$ cat config.mk
export PLATFORM = sky130hd
export DESIGN_NAME = sent_msg_composer_flat
export DESIGN_NICKNAME = d
export VERILOG_FILES = /design/src/rtl/sent_msg_composer_pkg.sv /design/src/rtl/sent_msg_composer_if.sv /design/src/rtl/sent_msg_composer_field_table.sv /design/src/rtl/sent_msg_composer.sv /design/src/flat_wrapper.sv
export SDC_FILE = /design/constraint.sdc
export NUM_CORES = 1
export LEC_CHECK = 0
export CAP_MARGIN = 0
export CORE_AREA = 2 2 300 302
export DETAILED_ROUTE_END_ITERATION = 12
export DIE_AREA = 0 0 302 304
export PLACE_DENSITY = 0.6
export SLEW_MARGIN = 20
export SYNTH_ARGS = -nofsm -noshare
export SYNTH_HDL_FRONTEND = slang
export SYNTH_SLANG_ARGS = --single-unit
$ cat constraint.sdc
create_clock -name clk -period 24.6 [get_ports clk]
set_input_delay 4.92 -clock clk [delete_from_list [all_inputs] [get_ports clk]]
set_output_delay 4.92 -clock clk [all_outputs]
set_load 0.02 [all_outputs]
$ cat src/rtl/sent_msg_composer_pkg.sv
// Shared constants for the outbound FIX message composer: tag ASCII codes, type codes,
// MsgType characters, the field-select enum and the FSM state encoding.
package sent_msg_composer_pkg;

  localparam int          VALUE_WIDTH_DEF   = 80;
  localparam int          COUNTER_DEPTH_DEF = 80;
  localparam logic [55:0] BEGIN_STRING_DEF  = 56'h4649582E342E33;
  localparam int          IDX_W             = 4;

  // type_i request codes
  localparam logic [3:0] TYPE_LOGON      = 4'h0;
  localparam logic [3:0] TYPE_HEARTBEAT  = 4'h1;
  localparam logic [3:0] TYPE_LOGOUT     = 4'h2;
  localparam logic [3:0] TYPE_RESEND_REQ = 4'h3;
  localparam logic [3:0] TYPE_GAP_FILL   = 4'h4;
  localparam logic [3:0] TYPE_RESET      = 4'h5;

  localparam logic [7:0] MSG_TYPE_LOGON     = 8'h41;
  localparam logic [7:0] MSG_TYPE_HEARTBEAT = 8'h30;
  localparam logic [7:0] MSG_TYPE_LOGOUT    = 8'h35;
  localparam logic [7:0] MSG_TYPE_RESEND    = 8'h32;
  localparam logic [7:0] MSG_TYPE_SEQ_RESET = 8'h34;

  localparam logic [7:0] CHAR_Y    = 8'h59;
  localparam logic [7:0] CHAR_N    = 8'h4E;
  localparam logic [7:0] CHAR_ZERO = 8'h30;

  localparam logic [31:0] TAG_8   = 32'h0000_0038;
  localparam logic [31:0] TAG_9   = 32'h0000_0039;
  localparam logic [31:0] TAG_35  = 32'h0000_3335;
  localparam logic [31:0] TAG_34  = 32'h0000_3334;
  localparam logic [31:0] TAG_49  = 32'h0000_3439;
  localparam logic [31:0] TAG_56  = 32'h0000_3536;
  localparam logic [31:0] TAG_52  = 32'h0000_3532;
  localparam logic [31:0] TAG_43  = 32'h0000_3433;
  localparam logic [31:0] TAG_122 = 32'h0031_3232;
  localparam logic [31:0] TAG_98  = 32'h0000_3938;
  localparam logic [31:0] TAG_108 = 32'h0031_3038;
  localparam logic [31:0] TAG_7   = 32'h0000_0037;
  localparam logic [31:0] TAG_16  = 32'h0000_3136;
  localparam logic [31:0] TAG_123 = 32'h0031_3233;
  localparam logic [31:0] TAG_36  = 32'h0000_3336;
  localparam logic [31:0] TAG_10  = 32'h0000_3130;

  typedef enum logic [3:0] {
    FS_BEGIN,
    FS_ZERO,
    FS_MSG_TYPE,
    FS_SEQ,
    FS_SENDER,
    FS_TARGET,
    FS_TIME,
    FS_CHAR_Y,
    FS_ORIG_TIME,
    FS_CHAR_ZERO,
    FS_HB_INT,
    FS_BEGIN_SEQ,
    FS_END_SEQ,
    FS_GAP_FLAG,
    FS_NEW_SEQ
  } field_sel_e;

  typedef struct packed {
    logic [31:0] tag;
    field_sel_e  sel;
    logic        last;
  } field_entry_t;

  localparam logic [1:0] S_IDLE = 2'd0;
  localparam logic [1:0] S_TAG  = 2'd1;
  localparam logic [1:0] S_VAL  = 2'd2;

  function automatic logic type_supported(input logic [3:0] t);
    return (t <= TYPE_RESET);
  endfunction

  function automatic logic [7:0] msg_type_char(input logic [3:0] t);
    logic [7:0] c;
    case (t)
      TYPE_LOGON:                c = MSG_TYPE_LOGON;
      TYPE_HEARTBEAT:            c = MSG_TYPE_HEARTBEAT;
      TYPE_LOGOUT:               c = MSG_TYPE_LOGOUT;
      TYPE_RESEND_REQ:           c = MSG_TYPE_RESEND;
      TYPE_GAP_FILL, TYPE_RESET: c = MSG_TYPE_SEQ_RESET;
      default:                   c = 8'h00;
    endcase
    return c;
  endfunction

endpackage

$ cat src/rtl/sent_msg_composer_if.sv
// Outbound tag/value beat stream between the composer (master) and the serializer (slave).
interface sent_msg_composer_if
  import sent_msg_composer_pkg::*;
#(
  parameter int VALUE_WIDTH = VALUE_WIDTH_DEF
);
  logic                   ready_i;
  logic                   tag_valid_o;
  logic [31:0]            tag_o;
  logic                   val_valid_o;
  logic [VALUE_WIDTH-1:0] val_o;
  logic                   start_of_message_o;
  logic                   end_of_message_o;

  modport master (
    input  ready_i,
    output tag_valid_o, tag_o, val_valid_o, val_o, start_of_message_o, end_of_message_o
  );

  modport slave (
    output ready_i,
    input  tag_valid_o, tag_o, val_valid_o, val_o, start_of_message_o, end_of_message_o
  );
endinterface

$ cat src/rtl/sent_msg_composer_field_table.sv
// Combinational message layout: (type, field index, poss-dup) -> {tag, value source, last}.
module sent_msg_field_table
  import sent_msg_composer_pkg::*;
(
  input  logic [3:0]       type_i,
  input  logic [IDX_W-1:0] idx_i,
  input  logic             poss_dup_i,
  output field_entry_t     entry_o
);

  logic [IDX_W-1:0] opt_base;
  logic [IDX_W-1:0] opt_idx;
  logic [IDX_W-1:0] opt_count;

  // Type-specific fields start after the 7 common fields and any poss-dup pair.
  assign opt_base  = poss_dup_i ? IDX_W'(9) : IDX_W'(7);
  assign opt_idx   = idx_i - opt_base;
  assign opt_count = (type_i == TYPE_HEARTBEAT || type_i == TYPE_LOGOUT) ? IDX_W'(0) : IDX_W'(2);

  always_comb begin
    entry_o = '{tag: TAG_10, sel: FS_ZERO, last: 1'b1};
    if (idx_i < IDX_W'(7)) begin
      entry_o.last = 1'b0;
      case (idx_i[2:0])
        3'd0:    begin entry_o.tag = TAG_8;  entry_o.sel = FS_BEGIN;    end
        3'd1:    begin entry_o.tag = TAG_9;  entry_o.sel = FS_ZERO;     end
        3'd2:    begin entry_o.tag = TAG_35; entry_o.sel = FS_MSG_TYPE; end
        3'd3:    begin entry_o.tag = TAG_34; entry_o.sel = FS_SEQ;      end
        3'd4:    begin entry_o.tag = TAG_49; entry_o.sel = FS_SENDER;   end
        3'd5:    begin entry_o.tag = TAG_56; entry_o.sel = FS_TARGET;   end
        default: begin entry_o.tag = TAG_52; entry_o.sel = FS_TIME;     end
      endcase
    end else if (poss_dup_i && idx_i == IDX_W'(7)) begin
      entry_o = '{tag: TAG_43, sel: FS_CHAR_Y, last: 1'b0};
    end else if (poss_dup_i && idx_i == IDX_W'(8)) begin
      entry_o = '{tag: TAG_122, sel: FS_ORIG_TIME, last: 1'b0};
    end else if (opt_idx < opt_count) begin
      entry_o.last = 1'b0;
      case (type_i)
        TYPE_LOGON: begin
          entry_o.tag = opt_idx[0] ? TAG_108 : TAG_98;
          entry_o.sel = opt_idx[0] ? FS_HB_INT : FS_CHAR_ZERO;
        end
        TYPE_RESEND_REQ: begin
          entry_o.tag = opt_idx[0] ? TAG_16 : TAG_7;
          entry_o.sel = opt_idx[0] ? FS_END_SEQ : FS_BEGIN_SEQ;
        end
        default: begin
          entry_o.tag = opt_idx[0] ? TAG_36 : TAG_123;
          entry_o.sel = opt_idx[0] ? FS_NEW_SEQ : FS_GAP_FLAG;
        end
      endcase
    end
  end

endmodule

$ cat src/rtl/sent_msg_composer.sv
// FIX session message composer: latches a send request and streams its tag/value beats.
// Optional PossDup support (tags 43/122) is enabled by defining FIX_TX_POSS_DUP_EN.
module sent_msg_composer
  import sent_msg_composer_pkg::*;
#(
  parameter int          VALUE_WIDTH   = VALUE_WIDTH_DEF,
  parameter int          COUNTER_DEPTH = COUNTER_DEPTH_DEF,
  parameter logic [55:0] BEGIN_STRING  = BEGIN_STRING_DEF
) (
  input  logic                     clk,
  input  logic                     rst,
  sent_msg_composer_if.master      tx,
  input  logic                     send_req_i,
  input  logic [3:0]               type_i,
  output logic                     busy_o,
  input  logic [COUNTER_DEPTH-1:0] msg_seq_num_i,
  input  logic [VALUE_WIDTH-1:0]   sender_comp_id_i,
  input  logic [VALUE_WIDTH-1:0]   target_comp_id_i,
  input  logic [VALUE_WIDTH-1:0]   sending_time_i,
  input  logic [VALUE_WIDTH-1:0]   heartbeat_int_i,
  input  logic [COUNTER_DEPTH-1:0] begin_seq_num_i,
  input  logic [COUNTER_DEPTH-1:0] end_seq_num_i,
  input  logic [COUNTER_DEPTH-1:0] new_seq_num_i,
`ifdef FIX_TX_POSS_DUP_EN
  input  logic                     poss_dup_i,
  input  logic [VALUE_WIDTH-1:0]   orig_sending_time_i,
`endif
  output logic                     done_o,
  output logic                     seq_inc_o,
  output logic                     error_o
);

  logic [1:0]               state_q, state_d;
  logic [IDX_W-1:0]         idx_q, idx_d;
  logic                     done_q, done_d;
  logic                     error_q, error_d;
  logic                     busy_q, busy_d;
  logic [3:0]               type_q, type_d;
  logic [COUNTER_DEPTH-1:0] seq_q, seq_d;
  logic [COUNTER_DEPTH-1:0] bseq_q, bseq_d;
  logic [COUNTER_DEPTH-1:0] eseq_q, eseq_d;
  logic [COUNTER_DEPTH-1:0] nseq_q, nseq_d;
  logic [VALUE_WIDTH-1:0]   sender_q, sender_d;
  logic [VALUE_WIDTH-1:0]   target_q, target_d;
  logic [VALUE_WIDTH-1:0]   time_q, time_d;
  logic [VALUE_WIDTH-1:0]   hb_q, hb_d;
  logic [VALUE_WIDTH-1:0]   orig_time_value;
  logic                     poss_dup_value;
  logic                     req_seen;
  logic                     accept;
  field_entry_t             entry;
  logic [VALUE_WIDTH-1:0]   val_mux;

`ifdef FIX_TX_POSS_DUP_EN
  logic                   poss_dup_q, poss_dup_d;
  logic [VALUE_WIDTH-1:0] orig_time_q, orig_time_d;

  always_comb begin
    poss_dup_d  = accept ? poss_dup_i : poss_dup_q;
    orig_time_d = accept ? orig_sending_time_i : orig_time_q;
  end

  always_ff @(posedge clk or posedge rst) begin
    if (rst) begin
      poss_dup_q  <= 1'b0;
      orig_time_q <= '0;
    end else begin
      poss_dup_q  <= poss_dup_d;
      orig_time_q <= orig_time_d;
    end
  end

  assign poss_dup_value  = poss_dup_q;
  assign orig_time_value = orig_time_q;
`else
  assign poss_dup_value  = 1'b0;
  assign orig_time_value = '0;
`endif

  assign req_seen = send_req_i && !busy_q && (state_q == S_IDLE);
  assign accept   = req_seen && type_supported(type_i);

  sent_msg_field_table u_field_table (
    .type_i     (type_q),
    .idx_i      (idx_q),
    .poss_dup_i (poss_dup_value),
    .entry_o    (entry)
  );

  always_comb begin
    state_d = state_q;
    idx_d   = idx_q;
    done_d  = 1'b0;
    error_d = 1'b0;
    case (state_q)
      S_IDLE: begin
        if (req_seen) begin
          if (accept) begin
            state_d = S_TAG;
            idx_d   = '0;
          end else begin
            error_d = 1'b1;
          end
        end
      end
      S_TAG: if (tx.ready_i) state_d = S_VAL;
      S_VAL: begin
        if (tx.ready_i) begin
          if (entry.last) begin
            state_d = S_IDLE;
            idx_d   = '0;
            done_d  = 1'b1;
          end else begin
            state_d = S_TAG;
            idx_d   = idx_q + IDX_W'(1);
          end
        end
      end
      default: begin
        state_d = S_IDLE;
        idx_d   = '0;
      end
    endcase
    // busy spans the done cycle so a request arriving with done_o is dropped
    busy_d = (state_d != S_IDLE) || done_d;
  end

  always_comb begin
    type_d   = accept ? type_i           : type_q;
    seq_d    = accept ? msg_seq_num_i    : seq_q;
    bseq_d   = accept ? begin_seq_num_i  : bseq_q;
    eseq_d   = accept ? end_seq_num_i    : eseq_q;
    nseq_d   = accept ? new_seq_num_i    : nseq_q;
    sender_d = accept ? sender_comp_id_i : sender_q;
    target_d = accept ? target_comp_id_i : target_q;
    time_d   = accept ? sending_time_i   : time_q;
    hb_d     = accept ? heartbeat_int_i  : hb_q;
  end

  always_ff @(posedge clk or posedge rst) begin
    if (rst) begin
      state_q  <= S_IDLE;
      idx_q    <= '0;
      done_q   <= 1'b0;
      error_q  <= 1'b0;
      busy_q   <= 1'b0;
      type_q   <= '0;
      seq_q    <= '0;
      bseq_q   <= '0;
      eseq_q   <= '0;
      nseq_q   <= '0;
      sender_q <= '0;
      target_q <= '0;
      time_q   <= '0;
      hb_q     <= '0;
    end else begin
      state_q  <= state_d;
      idx_q    <= idx_d;
      done_q   <= done_d;
      error_q  <= error_d;
      busy_q   <= busy_d;
      type_q   <= type_d;
      seq_q    <= seq_d;
      bseq_q   <= bseq_d;
      eseq_q   <= eseq_d;
      nseq_q   <= nseq_d;
      sender_q <= sender_d;
      target_q <= target_d;
      time_q   <= time_d;
      hb_q     <= hb_d;
    end
  end

  always_comb begin
    val_mux = '0;
    case (entry.sel)
      FS_BEGIN:     val_mux = VALUE_WIDTH'(BEGIN_STRING);
      FS_MSG_TYPE:  val_mux = VALUE_WIDTH'(msg_type_char(type_q));
      FS_SEQ:       val_mux = VALUE_WIDTH'(seq_q);
      FS_SENDER:    val_mux = sender_q;
      FS_TARGET:    val_mux = target_q;
      FS_TIME:      val_mux = time_q;
      FS_CHAR_Y:    val_mux = VALUE_WIDTH'(CHAR_Y);
      FS_ORIG_TIME: val_mux = orig_time_value;
      FS_CHAR_ZERO: val_mux = VALUE_WIDTH'(CHAR_ZERO);
      FS_HB_INT:    val_mux = hb_q;
      FS_BEGIN_SEQ: val_mux = VALUE_WIDTH'(bseq_q);
      FS_END_SEQ:   val_mux = VALUE_WIDTH'(eseq_q);
      FS_GAP_FLAG:  val_mux = VALUE_WIDTH'((type_q == TYPE_GAP_FILL) ? CHAR_Y : CHAR_N);
      FS_NEW_SEQ:   val_mux = VALUE_WIDTH'(nseq_q);
      default:      val_mux = '0;
    endcase
  end

  // Tag/value buses are forced to zero outside their beats so idle and reset read as all-0.
  assign tx.tag_valid_o        = (state_q == S_TAG);
  assign tx.val_valid_o        = (state_q == S_VAL);
  assign tx.tag_o              = (state_q == S_TAG) ? entry.tag : 32'h0;
  assign tx.val_o              = (state_q == S_VAL) ? val_mux : '0;
  assign tx.start_of_message_o = (state_q == S_TAG) && (idx_q == '0);
  assign tx.end_of_message_o   = (state_q != S_IDLE) && entry.last;

  assign busy_o    = busy_q;
  assign done_o    = done_q;
  assign seq_inc_o = done_q;
  assign error_o   = error_q;

endmodule

$ cat src/flat_wrapper.sv
// flat-port wrapper written by rule: the top's interface ports become plain ports
module sent_msg_composer_flat import sent_msg_composer_pkg::*;
#(
  parameter int          VALUE_WIDTH   = VALUE_WIDTH_DEF,
  parameter int          COUNTER_DEPTH = COUNTER_DEPTH_DEF,
  parameter logic [55:0] BEGIN_STRING  = BEGIN_STRING_DEF
)
  (clk, rst, send_req_i, type_i, busy_o, msg_seq_num_i, sender_comp_id_i, target_comp_id_i, sending_time_i, heartbeat_int_i, begin_seq_num_i, end_seq_num_i, new_seq_num_i, done_o, seq_inc_o, error_o, tx_ready_i, tx_tag_valid_o, tx_tag_o, tx_val_valid_o, tx_val_o, tx_start_of_message_o, tx_end_of_message_o);
  sent_msg_composer_if #(.VALUE_WIDTH(VALUE_WIDTH)) tx_i ();
  input  logic clk;
  input  logic rst;
  input  logic send_req_i;
  input  logic [3:0] type_i;
  output logic busy_o;
  input  logic [COUNTER_DEPTH-1:0] msg_seq_num_i;
  input  logic [VALUE_WIDTH-1:0] sender_comp_id_i;
  input  logic [VALUE_WIDTH-1:0] target_comp_id_i;
  input  logic [VALUE_WIDTH-1:0] sending_time_i;
  input  logic [VALUE_WIDTH-1:0] heartbeat_int_i;
  input  logic [COUNTER_DEPTH-1:0] begin_seq_num_i;
  input  logic [COUNTER_DEPTH-1:0] end_seq_num_i;
  input  logic [COUNTER_DEPTH-1:0] new_seq_num_i;
  output logic done_o;
  output logic seq_inc_o;
  output logic error_o;
  input wire logic [$bits(tx_i.ready_i)-1:0] tx_ready_i;
  output wire logic [$bits(tx_i.tag_valid_o)-1:0] tx_tag_valid_o;
  output wire logic [$bits(tx_i.tag_o)-1:0] tx_tag_o;
  output wire logic [$bits(tx_i.val_valid_o)-1:0] tx_val_valid_o;
  output wire logic [$bits(tx_i.val_o)-1:0] tx_val_o;
  output wire logic [$bits(tx_i.start_of_message_o)-1:0] tx_start_of_message_o;
  output wire logic [$bits(tx_i.end_of_message_o)-1:0] tx_end_of_message_o;
  assign tx_i.ready_i = tx_ready_i;
  assign tx_tag_valid_o = tx_i.tag_valid_o;
  assign tx_tag_o = tx_i.tag_o;
  assign tx_val_valid_o = tx_i.val_valid_o;
  assign tx_val_o = tx_i.val_o;
  assign tx_start_of_message_o = tx_i.start_of_message_o;
  assign tx_end_of_message_o = tx_i.end_of_message_o;
  sent_msg_composer #(.VALUE_WIDTH(VALUE_WIDTH), .COUNTER_DEPTH(COUNTER_DEPTH), .BEGIN_STRING(BEGIN_STRING)) u_core (.clk(clk), .rst(rst), .tx(tx_i), .send_req_i(send_req_i), .type_i(type_i), .busy_o(busy_o), .msg_seq_num_i(msg_seq_num_i), .sender_comp_id_i(sender_comp_id_i), .target_comp_id_i(target_comp_id_i), .sending_time_i(sending_time_i), .heartbeat_int_i(heartbeat_int_i), .begin_seq_num_i(begin_seq_num_i), .end_seq_num_i(end_seq_num_i), .new_seq_num_i(new_seq_num_i), .done_o(done_o), .seq_inc_o(seq_inc_o), .error_o(error_o));
endmodule
==> flow_summary_export.csv <==
group,metric,value,unit
pwr,finalPower,4.26,mW
global_routing,antenna_found_initial,55,
critical_path,cp_max_fo,45,
timing,worst_pin_slew,1.14,ns
yosys,async_flop_share,1.00,
timing,fin_crit,10.89,ns
floorplanning,die_h,304,um
yosys,synth_ff_type,"dfrtp_1",
run,max-cap-violations,0,
pwr,ir_drop,0.0734,mV
place,dp.cells,3970,
timing,fmax,91.8,MHz
timing,grt_setup_unrepaired,"false",
floorplanning,fp.dieW,302,um
global_routing,grtUsageTotal,0.219,
clock_tree,cts_max_level,3,
yosys,ys.warnings.count,0,
global_routing,grt_pass1_wl,150000,um
yosys,postSynthAreaPerCell,13.2,um2
critical_path,cp_slowest_cell,"o31ai_4",
critical_path,required,19.68,ns
layout,drive_above_1_share,0.283,
floorplanning,row_count,110,
layout,nets,3524,
timing,skew,0.0127,ns
critical_path,cp.arrival,5.97,ns
layout,syn_to_final_growth,39.5,%
timing,slew_violations,0,
timing,tns,0,ns
clock_tree,cts_root_buf,"clkbuf_16",
place,dpl.hpwl,73700,um
yosys,syn_area,0.0288,mm2
timing,hold_viol_final,0,
clock_tree,clk_pin_slew_worst_paths,0.06,ns
critical_path,worstSetupPathType,"reg -> out",
yosys,yosys.area.top_type_share,0.568,
clock_tree,numCtsBuffers,75,
clock_tree,cts.sinks,653,
min_path,min_path_type,"reg -> reg",
global_routing,grt_max_degree,153,
floorplanning,pin_count,768,
floorplanning,start_util,0.323,
clock_tree,ctsHoldBuffers,0,
drt,routedWlPerCell,24.9,um
place,routabilityCongestion,0.904,
critical_path,cp_num_buf_inv,3,
critical_path,start_kind,"flip-flop",
clock_tree,cts_resized,0,
yosys,ys_seq_area_frac,0.568,
status,status,"finished, final reports clean",
place,io_buffers,750,
floorplanning,dieArea,0.0918,mm2
timing,slew_headroom,0.237,
yosys,synth_area_leaders,"dfrtp_1 57%, mux2_2 25%, a22oi_1 5.5%",
yosys,synth_cell_types,59,
drt,drt_iter0_drc,1606,
clock_tree,tritoncts,"yes",
yosys,synth_edf_count,0,
drt,wirelength,103000,um
timing,fin_crit_sh,0.443,
timing,setup_viol,0,
clock_tree,cts_buffer_depth,3,
drt,antenna_left,0,
yosys,synth_seq_cells,653,
critical_path,crit_family,"compound AO/OA/AOI/OAI gates",
critical_path,critPathMaxStageDelay,0.92,ns
yosys,synth_area_leader_cell,"dfrtp_1",
layout,fin_util,0.450,
drt,route.detailed.drc,0,
drt,via_per_inst,5.19,
drt,drt-pass1-iter-count,6,
floorplanning,core,0.0890,mm2
clock_tree,postCtsSetupBuffers,0,
pwr,power_density,106,mW/mm2
drt,num_vias,21500,
global_routing,grt_pass1_vias,23000,
critical_path,end_kind,"output pin",
global_routing,overflow,0,
clock_tree,clk_latency,0.61,ns
pwr,leakage,16.1,nW
critical_path,path_cells,"clkinv_1 > ha_1 > o32a_1 > o31ai_4 > nor2b_4 > buf_4 > a221oi_1 > a31oi_1 > clkdlybuf4s50_1",
layout,final_cells,4147,
yosys,netlist_instances,2178,
-- layer usage --
metal | vias to the layer above | global-route usage | share of wire
met3 | 213 | 0.0543 | 0.069
met5 | - | 0 | 0.0014
met2 | 833 | 0.366 | 0.50
met1 | 11000 | 0.261 | 0.39
met4 | 20 | 0.111 | 0.040
li1 | 9459 | - | -
-- final timing paths --
| path | startpoint | endpoint | slack, ns | cells after the start |
|---|---|---|---|---|
| setup / recovery | u_core.idx_q[1] | tx_val_o[0] | 13.71 | 9 |
| min in group asynchronous | rst | u_core.hb_q[15] | 4.91 | 2 |
| hold / removal | u_core.busy_o | u_core.error_o | 0.50 | 1 |
| hold reg to reg | u_core.busy_o | u_core.error_o | 0.50 | 1 |
| setup reg to reg | u_core.state_q[1] | u_core.bseq_q[40] | 20.37 | 7 |
| max in group asynchronous | rst | u_core.bseq_q[44] | 16.81 | 6 |
-- cell usage after synthesis (all sizes together) (12+ instances only) --
master and n:
dfrtp 653, mux2 643, a22oi 212, nand2 170
clkbuf 112, a21oi 78, buf 71, a31oi 56
nor2 25, a41oi 20, a221oi 15, nor3 12
-- state kept, by name, indices dropped and copies added, names as in the netlist, 2 cells and up --
signal           flops
u_core.nseq_q       80
u_core.idx_q         4
u_core.type_q        4
u_core.state_q       2
u_core.bseq_q       80
u_core.sender_q     80
u_core.hb_q         80
u_core.seq_q        80
u_core.eseq_q       80
u_core.time_q       80
u_core.target_q     80
-- per-stage QoR --
stage                     worst slack, ns  hold slack (ns)  area [um2]
after floorplan                      1.38            0.474       28800
after global placement              13.83            0.478       37300
after detailed placement            14.30            0.493       37300
after CTS                           13.60            0.505       39900
after global routing                13.34            0.506       40100
final                               13.71            0.497       40100
-- logic make-up (layout without fill, tap and decap cells) --
logic type | after synthesis | after routing | share of synthesized area
simple gates | 246 | 246 | 0.0373
flops | 653 | 653 | 0.568
buf+inv | 190 | 923 | 0.0302
mux | 645 | 645 | 0.253
fa+ha+maj | 4 | 4 | 0.00174
compound gates | 436 | 436 | 0.109
xor+xnor | 3 | 3 | 0.00118
other cells | 1 | 61 | 0.000130
-- final cells by class --
cell class | instances | area (um2)
fill | 8049 | 48900
sequential | 653 | 16300
multi-input combinational | 1351 | 11700
timing repair buffer | 784 | 7820
clock buffer | 109 | 2270
tap | 1176 | 1470
clock inverter | 23 | 390
antenna | 44 | 110
inverter | 7 | 33.8
-- power breakdown --
group          total (mW)  switching [mW]  internal (mW)
combinational        1.13           0.467          0.663
clock                1.19           0.454          0.735
sequential           1.95           0.326           1.62
-- layout by cell type, fill, tap and decap left out, types with 4 or more instances in the layout --
master	netlist	final
a21oi_1	78	78
a221oi_1	15	15
a222oi_1	5	5
a22o_1	11	11
a22oi_1	212	212
a31oi_1	56	56
a41oi_1	20	20
and3_1	4	4
buf_4	25	27
buf_6	1	4
bufinv_16	0	9
clkbuf_1	112	10
clkbuf_16	0	77
clkbuf_8	0	22
clkdlybuf4s50_1	0	750
clkinvlp_4	0	5
conb_1	1	17
dfrtp_1	653	653
diode_2	0	44
ha_1	4	4
inv_1	5	4
mux2_2	643	643
nand2_1	170	170
nand2b_1	4	4
nand3_1	11	11
nor2_1	25	20
nor3_1	11	10
o211ai_1	5	5
o21ai_0	10	10
o221a_2	6	6
Note: power is estimated with default switching activity, not from simulation.
